$ cat config.mk
export PLATFORM = sky130hd
export DESIGN_NAME = melody_sequencer
export DESIGN_NICKNAME = d
export VERILOG_FILES = /design/src/rtl/melody_pkg.sv /design/src/rtl/melody_rom.sv /design/src/rtl/melody_sequencer.sv
export SDC_FILE = /design/constraint.sdc
export NUM_CORES = 1
export LEC_CHECK = 0
export CAP_MARGIN = 20
export CORE_AREA = 2 2 101 103
export DETAILED_ROUTE_END_ITERATION = 8
export DIE_AREA = 0 0 103 105
export MAX_ROUTING_LAYER = met4
export SYNTH_ARGS = -nofsm -noshare
export SYNTH_HDL_FRONTEND = slang
export SYNTH_SLANG_ARGS = --single-unit
$ cat constraint.sdc
create_clock -name Clk50M -period 7.25 [get_ports Clk50M]
set_input_delay 1.8125 -clock Clk50M [delete_from_list [all_inputs] [get_ports Clk50M]]
set_output_delay 1.8125 -clock Clk50M [all_outputs]
set_load 0.02 [all_outputs]
$ cat src/rtl/melody_pkg.sv
// Shared constants and types for the melody sequencer: tone periods, score entry
// layout and the sequencer state type.
package melody_pkg;

    localparam int PITCH_W = 5;
    localparam int DUR_W = 3;
    localparam int ENTRY_W = PITCH_W + DUR_W;
    localparam int IDX_W = 5;
    localparam int NUM_PITCHES = 21;

    localparam logic [PITCH_W-1:0] PITCH_REST = 5'd31;
    localparam logic [DUR_W-1:0] DUR_END = 3'd0;

    // PWM periods for the low, middle and high octaves (do..ti)
    localparam logic [31:0] PERIOD_L1 = 32'd191130;
    localparam logic [31:0] PERIOD_L2 = 32'd170241;
    localparam logic [31:0] PERIOD_L3 = 32'd151698;
    localparam logic [31:0] PERIOD_L4 = 32'd143183;
    localparam logic [31:0] PERIOD_L5 = 32'd127550;
    localparam logic [31:0] PERIOD_L6 = 32'd113635;
    localparam logic [31:0] PERIOD_L7 = 32'd101234;
    localparam logic [31:0] PERIOD_M1 = 32'd95546;
    localparam logic [31:0] PERIOD_M2 = 32'd85134;
    localparam logic [31:0] PERIOD_M3 = 32'd75837;
    localparam logic [31:0] PERIOD_M4 = 32'd71581;
    localparam logic [31:0] PERIOD_M5 = 32'd63775;
    localparam logic [31:0] PERIOD_M6 = 32'd56817;
    localparam logic [31:0] PERIOD_M7 = 32'd50617;
    localparam logic [31:0] PERIOD_H1 = 32'd47823;
    localparam logic [31:0] PERIOD_H2 = 32'd42563;
    localparam logic [31:0] PERIOD_H3 = 32'd37921;
    localparam logic [31:0] PERIOD_H4 = 32'd35793;
    localparam logic [31:0] PERIOD_H5 = 32'd31887;
    localparam logic [31:0] PERIOD_H6 = 32'd28408;
    localparam logic [31:0] PERIOD_H7 = 32'd25309;

    typedef struct packed {
        logic [PITCH_W-1:0] pitch;
        logic [DUR_W-1:0]   dur;
    } entry_t;

    typedef enum logic [1:0] {
        IDLE,
        FETCH,
        PLAY,
        GAP
    } state_t;

endpackage

$ cat src/rtl/melody_rom.sv
// Score storage: combinational lookup of one 8-bit entry {pitch, dur} per address.
module melody_rom
    import melody_pkg::*;
(
    input  logic [IDX_W-1:0]   addr,
    output logic [ENTRY_W-1:0] entry
);

    // Every unused address reads as an END marker so a stray index stops playback
    always_comb begin
        entry = {5'd0, DUR_END};
        case (addr)
            5'd0: entry = {5'd7, 3'd2};
            5'd1: entry = {PITCH_REST, 3'd1};
            5'd2: entry = {5'd14, 3'd1};
            default: entry = {5'd0, DUR_END};
        endcase
    end

endmodule

$ cat src/rtl/melody_sequencer.sv
// Walks the score ROM, driving a PWM period and enable for each note, with a
// short silent gap after every entry; supports looping, stop and restart.
module melody_sequencer
    import melody_pkg::*;
#(
    parameter int unsigned BEAT_CYCLES = 12_500_000,
    parameter int unsigned GAP_CYCLES  = 1_250_000,
    parameter int unsigned SCORE_LEN   = 32
) (
    input  logic             Clk50M,
    input  logic             Rst_n,
    input  logic             start,
    input  logic             stop,
    input  logic             loop_en,
    output logic [31:0]      counter_arr,
    output logic             tone_en,
    output logic             busy,
    output logic             done,
    output logic [IDX_W-1:0] note_idx
);

    localparam logic [31:0] BEAT_LEN = 32'(BEAT_CYCLES);
    localparam logic [31:0] GAP_LAST = 32'(GAP_CYCLES - 1);
    localparam logic [IDX_W-1:0] LAST_IDX = IDX_W'(SCORE_LEN - 1);

    state_t state;
    state_t state_next;

    entry_t cur_entry;
    logic [31:0] timer;
    logic [31:0] timer_next;
    logic [31:0] arr_next;
    logic [IDX_W-1:0] idx_next;
    logic tone_next;
    logic done_next;
    logic score_end;
    logic [31:0] play_len;
    logic is_rest;

    melody_rom u_rom (
        .addr  (note_idx),
        .entry (cur_entry)
    );

    function automatic logic [31:0] pitch_period(input logic [PITCH_W-1:0] pitch);
        logic [31:0] period;
        period = PERIOD_L1;
        case (pitch)
            5'd0:  period = PERIOD_L1;
            5'd1:  period = PERIOD_L2;
            5'd2:  period = PERIOD_L3;
            5'd3:  period = PERIOD_L4;
            5'd4:  period = PERIOD_L5;
            5'd5:  period = PERIOD_L6;
            5'd6:  period = PERIOD_L7;
            5'd7:  period = PERIOD_M1;
            5'd8:  period = PERIOD_M2;
            5'd9:  period = PERIOD_M3;
            5'd10: period = PERIOD_M4;
            5'd11: period = PERIOD_M5;
            5'd12: period = PERIOD_M6;
            5'd13: period = PERIOD_M7;
            5'd14: period = PERIOD_H1;
            5'd15: period = PERIOD_H2;
            5'd16: period = PERIOD_H3;
            5'd17: period = PERIOD_H4;
            5'd18: period = PERIOD_H5;
            5'd19: period = PERIOD_H6;
            5'd20: period = PERIOD_H7;
            default: period = PERIOD_L1;
        endcase
        return period;
    endfunction

    // Codes above H7 (including the dedicated REST code) are all silent
    assign is_rest = (cur_entry.pitch >= 5'(NUM_PITCHES));
    assign play_len = {29'd0, cur_entry.dur} * BEAT_LEN;
    assign busy = (state != IDLE);

    always_ff @(posedge Clk50M or negedge Rst_n) begin
        if (!Rst_n) begin
            state <= IDLE;
        end else begin
            state <= state_next;
        end
    end

    always_comb begin
        state_next = state;
        idx_next = note_idx;
        arr_next = counter_arr;
        tone_next = tone_en;
        timer_next = timer;
        done_next = 1'b0;
        score_end = 1'b0;

        if (stop) begin
            state_next = IDLE;
            idx_next = '0;
            tone_next = 1'b0;
            timer_next = '0;
        end else begin
            case (state)
                IDLE: begin
                    if (start) begin
                        state_next = FETCH;
                        idx_next = '0;
                    end
                end
                FETCH: begin
                    if (cur_entry.dur == DUR_END) begin
                        score_end = 1'b1;
                    end else begin
                        state_next = PLAY;
                        timer_next = play_len - 32'd1;
                        if (!is_rest) begin
                            arr_next = pitch_period(cur_entry.pitch);
                            tone_next = 1'b1;
                        end
                    end
                end
                PLAY: begin
                    if (timer == '0) begin
                        state_next = GAP;
                        timer_next = GAP_LAST;
                        tone_next = 1'b0;
                    end else begin
                        timer_next = timer - 32'd1;
                    end
                end
                GAP: begin
                    if (timer != '0) begin
                        timer_next = timer - 32'd1;
                    end else if (note_idx == LAST_IDX) begin
                        score_end = 1'b1;
                    end else begin
                        state_next = FETCH;
                        idx_next = note_idx + 5'd1;
                    end
                end
                default: state_next = IDLE;
            endcase

            // A full score with no END marker wraps the same way an END does
            if (score_end) begin
                idx_next = '0;
                timer_next = '0;
                tone_next = 1'b0;
                if (loop_en) begin
                    state_next = FETCH;
                end else begin
                    state_next = IDLE;
                    done_next = 1'b1;
                end
            end
        end
    end

    always_ff @(posedge Clk50M or negedge Rst_n) begin
        if (!Rst_n) begin
            note_idx <= '0;
            counter_arr <= PERIOD_L1;
            tone_en <= 1'b0;
            done <= 1'b0;
            timer <= '0;
        end else begin
            note_idx <= idx_next;
            counter_arr <= arr_next;
            tone_en <= tone_next;
            done <= done_next;
            timer <= timer_next;
        end
    end

endmodule

## Yosys cells after proc, flatten, opt, wreduce, memory -nomap -nowiden

Memory sizes are Yosys's and may differ from the RTL's. A register that Yosys moved wholly into a read port is not among the register bits.
Cells that the tools add are included.

- Bits of input ports: 5
- ROM bits: 576
- Memories: 1
- Register bits: 73
- Output and inout bits: 40
- Word-level logic and storage cells: 79

- Muxes and demuxes: 36
- Add/sub/neg operators: 3
- $lt $le $gt $ge: 1
- Bitwise operators: 3
- $mul: 1
- Equality and inequality tests: 13
- Reductions and logical operators: 15

Memories:

| name | words | width | read ports | clocked after Yosys merged registers in | write ports | RTL line | text |
|---|---|---|---|---|---|---|---|
| (no name shown) | 32 | 18 | 1 | 1 | 0 | melody_sequencer.sv:48 | `case (pitch)` |

Operators by type and width:

| cell | count |
|---|---|
| 32-bit two-way mux | 5 |
| 32-bit one-hot mux with 3 select lines | 1 |
| 32-bit zero test | 1 |
| 32-bit nonzero test | 1 |
| 32-bit by 1-bit subtractor with 32-bit output, second input constant | 1 |
| 4-bit != test, second input constant | 7 |
| 27-bit by 1-bit subtractor with 28-bit output, second input constant | 1 |
| 5-bit two-way mux | 5 |
| 8-bit one-hot mux with 3 select lines | 1 |
| 3-bit by 19-bit multiplier with 22-bit output, second input constant | 1 |
| 2-bit two-way mux | 7 |
| 1-bit two-way mux | 13 |
| 4-bit AND reduction | 3 |
| 5-bit one-hot mux with 2 select lines | 1 |
| 2-bit one-hot mux with 4 select lines | 1 |
| 4-bit nonzero test | 2 |
| 5-bit by 1-bit adder with 5-bit output, second input constant | 1 |
| 5-bit by 1-bit == test with 1-bit output, second input constant | 1 |
| 5-bit by 2-bit == test with 1-bit output, second input constant | 1 |
| 5-bit == test, second input constant | 1 |
| 5-bit greater-or-equal comparator, second input constant | 1 |
| 5-bit zero test | 1 |
| 5-bit AND reduction | 1 |
| 5-bit nonzero test | 1 |
| 9 further kinds | 13 |

## Logic depth before layout (Yosys ltp)

- Depth after elaboration: 8
- Mapped depth: 12
- Depth with buffers taken out: 11

## Hierarchy

A second synthesis with hierarchy kept.

- Cells, all modules: 663
- Area, all modules: 5202.5 sq um

By module, submodules not included:

| module | cells each | instances | area an instance (sq um) | sequential area each (sq um) |
|---|---|---|---|---|
| melody_sequencer | 652 | 1 | 5114.9 | 1488.9 |
| melody_rom | 11 | 1 | 87.6 | 0.0 |

## Least setup slack after synthesis

No wires, ideal clock.

- Path type: input to register
- Start: in stop
- End: reg state[0]
- Data required time: 7.129 ns
- Stages on the path: 8
- Setup slack: 3.725 ns
- Library setup time: 0.121 ns
- Arrival time: 3.404 ns
- Cells stage by stage: clkbuf_1 -> a21oi_1 -> o21a_1 -> clkbuf_1 -> o21ai_0 -> nor2_1 -> nor3_1 -> a22o_1

- Word-level cells in the longest chain between the ends: 2

Ends and longest elaborated chain:

| what | RTL line | text |
|---|---|---|
| start: declaration | melody_sequencer.sv:13 | `input logic stop,` |
| 4-bit != test (no line) | -- |  |
| 5-bit AND reduction (no line) | -- |  |
| end signal: assignment | melody_sequencer.sv:84 | `state <= state_next;` |
| end: declaration | melody_sequencer.sv:26 | `state_t state;` |

Parallel ways exist; a longest one is shown, timed or not.
A chain may end at the register's enable or synchronous reset.

## Final worst setup path

- Start: in stop
- End: reg timer[30]

- Word-level cells in the longest chain between the ends: 2

Ends and longest elaborated chain:

| what | RTL line | text |
|---|---|---|
| 4-bit != test (no line) or 5-bit nonzero test (tied branches) | -- |  |
| 3-bit AND reduction (no line) | -- |  |
| end signal: assignment | melody_sequencer.sv:171 | `timer <= timer_next;` |
| end: declaration | melody_sequencer.sv:30 | `logic [31:0] timer;` |

Parallel ways exist; a longest one is shown, timed or not.

==> results.toml <==
[power_and_ir_drop]
peakVddDrop_mv = 0.155
p_per_area_nw_per_um2 = 398
switching_share_pct = 47.1
combinationalPowerShare_pct = 52.4
static-leakage-power_nw = 1.76
power.switching_mw = 0.775
p_seq_share_pct = 31.6
p_int_mw = 0.869
clkPwrFrac_pct = 16.0

[drt]
highest_layer = "met4"
drt_iter0_markers = 296
met1_length_um = 4550
viasPerCell = 5.75
drt_wl_total_um = 9920
dr.pass1.iters = 5
wl_per_cell_um = 17.3
wl_met3_um = 495
dr_wl_met2_um = 4710
num_vias = 3293
drc_errors = 0
drtAntennaViolNets = 0

[cts]
holdBufCountCts = 0
cts_root_buffer = "clkbuf_8"
postCtsSetupRepairBufs = 0
clock_sinks = 57
tritoncts = "yes"
post_cts_resized = 0
clk_latency_ps = 360
htree_levels = 3
clockBufferDepth = 2
numCtsBuffers = 9
clk_pin_slew_ps = 70

[sta]
tightest_slew_ps = 1020
setup_viol = 0
rsz0062_at_grt = "no"
period_share_pct = 54.2
maxSlewViolCount = 0
max_freq_mhz = 254
report.final.hold_viol_count = 0
finalClockSkew_ps = 17.9
min_period_ps = 3930
setup_tns_ps = 0
slew_headroom_pct = 31.1

[logic_synthesis]
syn_inst = 411
syn_avg_cell_area_sq_um = 8.87
ys_async_sr_fraction_pct = 100
ys_types = 69
seq_area_frac_synth_pct = 39.4
synth_seq_cells = 57
synth_edf_count = 0
yosysWarnings = 0
synthFlopType = "dfrtp_1"
syn_area_sq_um = 3650

[global_route]
antenna_found_initial = 0
grt_max_degree = 58
grt_use_total_pct = 19.6
grt_pass1_wl_um = 16200
first_global_vias = 3138
grt_overflow = 0

[setup_path]
r2r-end = "timer[30]"
reg2reg_slack_ps = 3610
critPathCaptureType = "flop"
crit_path_cell_trace = "clkdlybuf4s50_1, a21oi_1, o21a_1, o21ai_0, nor2_1, o311a_1, a221o_1"
cp_max_fo = 9
worstReg2RegStart = "note_idx[2]"
cp-start-kind = "input port"
critical_path_class = "input port to flop"
required_ps = 7540
worst_r2r_path_depth = 10
cpPeakStageDelay_ps = 600
worst_ep_arrival_time_ps = 4220
cpMaxStageDelayCell = "clkdlybuf4s50_1"

[worst_hold_path]
whs_endpoint = "counter_arr[17]"
hp-class = "flop to flop"
holdPathStages = 2
min-delay-start = "counter_arr[17]"

[run_status]
outcome = "finished, final reports clean"

[finish]
antenna_cells = 0
ff_latch_area_sq_um = 1440
area_growth_pct = 13.4
nets = 454
fill_cells = 1000
final_common_cell = "dfrtp_1"
fin_util_pct = 42.9
layout_common_cells = "dfrtp_1 (48), nand2_1 (41), o21ai_0 (41)"
drive_above_1_share_pct = 11.6
multi_input_area_sq_um = 2000

[placed_design]
dp_hpwl_um = 6900
port-buffer-count = 30
gp_congestion = 0.867

[floorplan]
pin_count = 45
rows = 36
die_width_um = 103
dieArea_sq_um = 10800
core_area_sq_um = 9640
start_util_pct = 37.8
die_y_um = 105

[flow_run]
max_cap_violations = 0
-- metal layers --
metal,vias to the layer above,GRT usage (%)
met5,-,-
li1,1543,-
met1,1588,27.0
met2,137,29.5
met4,0,6.86
met3,25,2.68
-- flip-flops by register name, summed over array words and instances (netlist names) --
register     cells
tone_en          1
note_idx         5
state            2
done             1
counter_arr     16
timer           32
-- synth_stat cells, drive strengths merged, types with 3 or more instances --
library cell / instances / area [sq um]
dfrtp: 48 / 1200
o21ai: 46 / 234
nand2: 42 / 160
nor2: 30 / 120
a21oi: 24 / 131
buf: 23 / 169
a22o: 18 / 158
nor3: 18 / 101
ha: 14 / 175
inv: 14 / 52.6
a31oi: 10 / 62.6
clkbuf: 10 / 38.8
dfstp: 9 / 236
nand3: 8 / 40.0
nor4: 8 / 56.3
o31ai: 8 / 60.1
or3: 8 / 50.1
a21o: 7 / 53.8
or4: 7 / 63.8
nand2b: 6 / 45.0
o21a: 4 / 30.0
o2bb2ai: 4 / 35.0
or2: 4 / 25.0
nor3b: 3 / 22.5
or3b: 3 / 26.3
-- logic make-up after synthesis --
| family | Yosys count | share of synthesized area [%] |
|---|---|---|
| AOI/OAI and AO/OA | 143 | 26.5 |
| muxes | 2 | 0.549 |
| and+or+nand+nor | 146 | 21.3 |
| adders and majority gates | 14 | 4.80 |
| other | 1 | 0.103 |
| buffers and inverters | 47 | 7.14 |
| xor gates and xnor gates | 1 | 0.240 |
| DFF | 57 | 39.4 |
-- area by class of cell --
cell class	count	share of cell area, %
Tap cell	133	4.02
Inverter	14	1.27
Clock buffer	10	3.09
Clock inverter	6	0.877
Multi-Input combinational cell	320	48.3
Timing Repair Buffer	33	7.69
Sequential cell	57	34.8
-- worst max path at each step --
stage,endpoint,slack (ps),cells past startpoint,startpoint
floorplan,state[0],3720,8,stop
global placement,timer[31],3050,7,stop
detailed placement,timer[31],2990,7,stop
CTS,timer[31],3340,7,stop
global route,timer[31],3120,7,stop
finish,timer[30],3320,7,stop
-- per-stage QoR --
stage | instance area (sq um) | instances | hold slack, ps | total power, mW | setup slack, ps
final | 4140 | 573 | 463 | 1.64 | 3320
after global routing | 4140 | 573 | 484 | 1.76 | 3120
after CTS | 4140 | 573 | 470 | 1.64 | 3340
after detailed placement | 3970 | 557 | 452 | 1.37 | 2990
after global placement | 3970 | 557 | 453 | 1.36 | 3050
after floorplan | 3690 | 424 | 442 | 1.12 | 3720
-- power groups by stage --
stage               sequential [mW]  clock (mW)  combinational (mW)
finish                        0.520       0.262               0.862
global route                  0.537       0.283               0.938
CTS                           0.518       0.267               0.851
detailed placement            0.523           0               0.844
global placement              0.522           0               0.837
floorplan                     0.534           0               0.584
-- critical path: cells and delay by family --
kind / cells / cell delay [ps]
buffers and inverters: 1 / 600
AOI/OAI and AO/OA: 5 / 1390
and+or+nand+nor: 1 / 410
No activity file was read; power rests on OpenSTA's default activity.
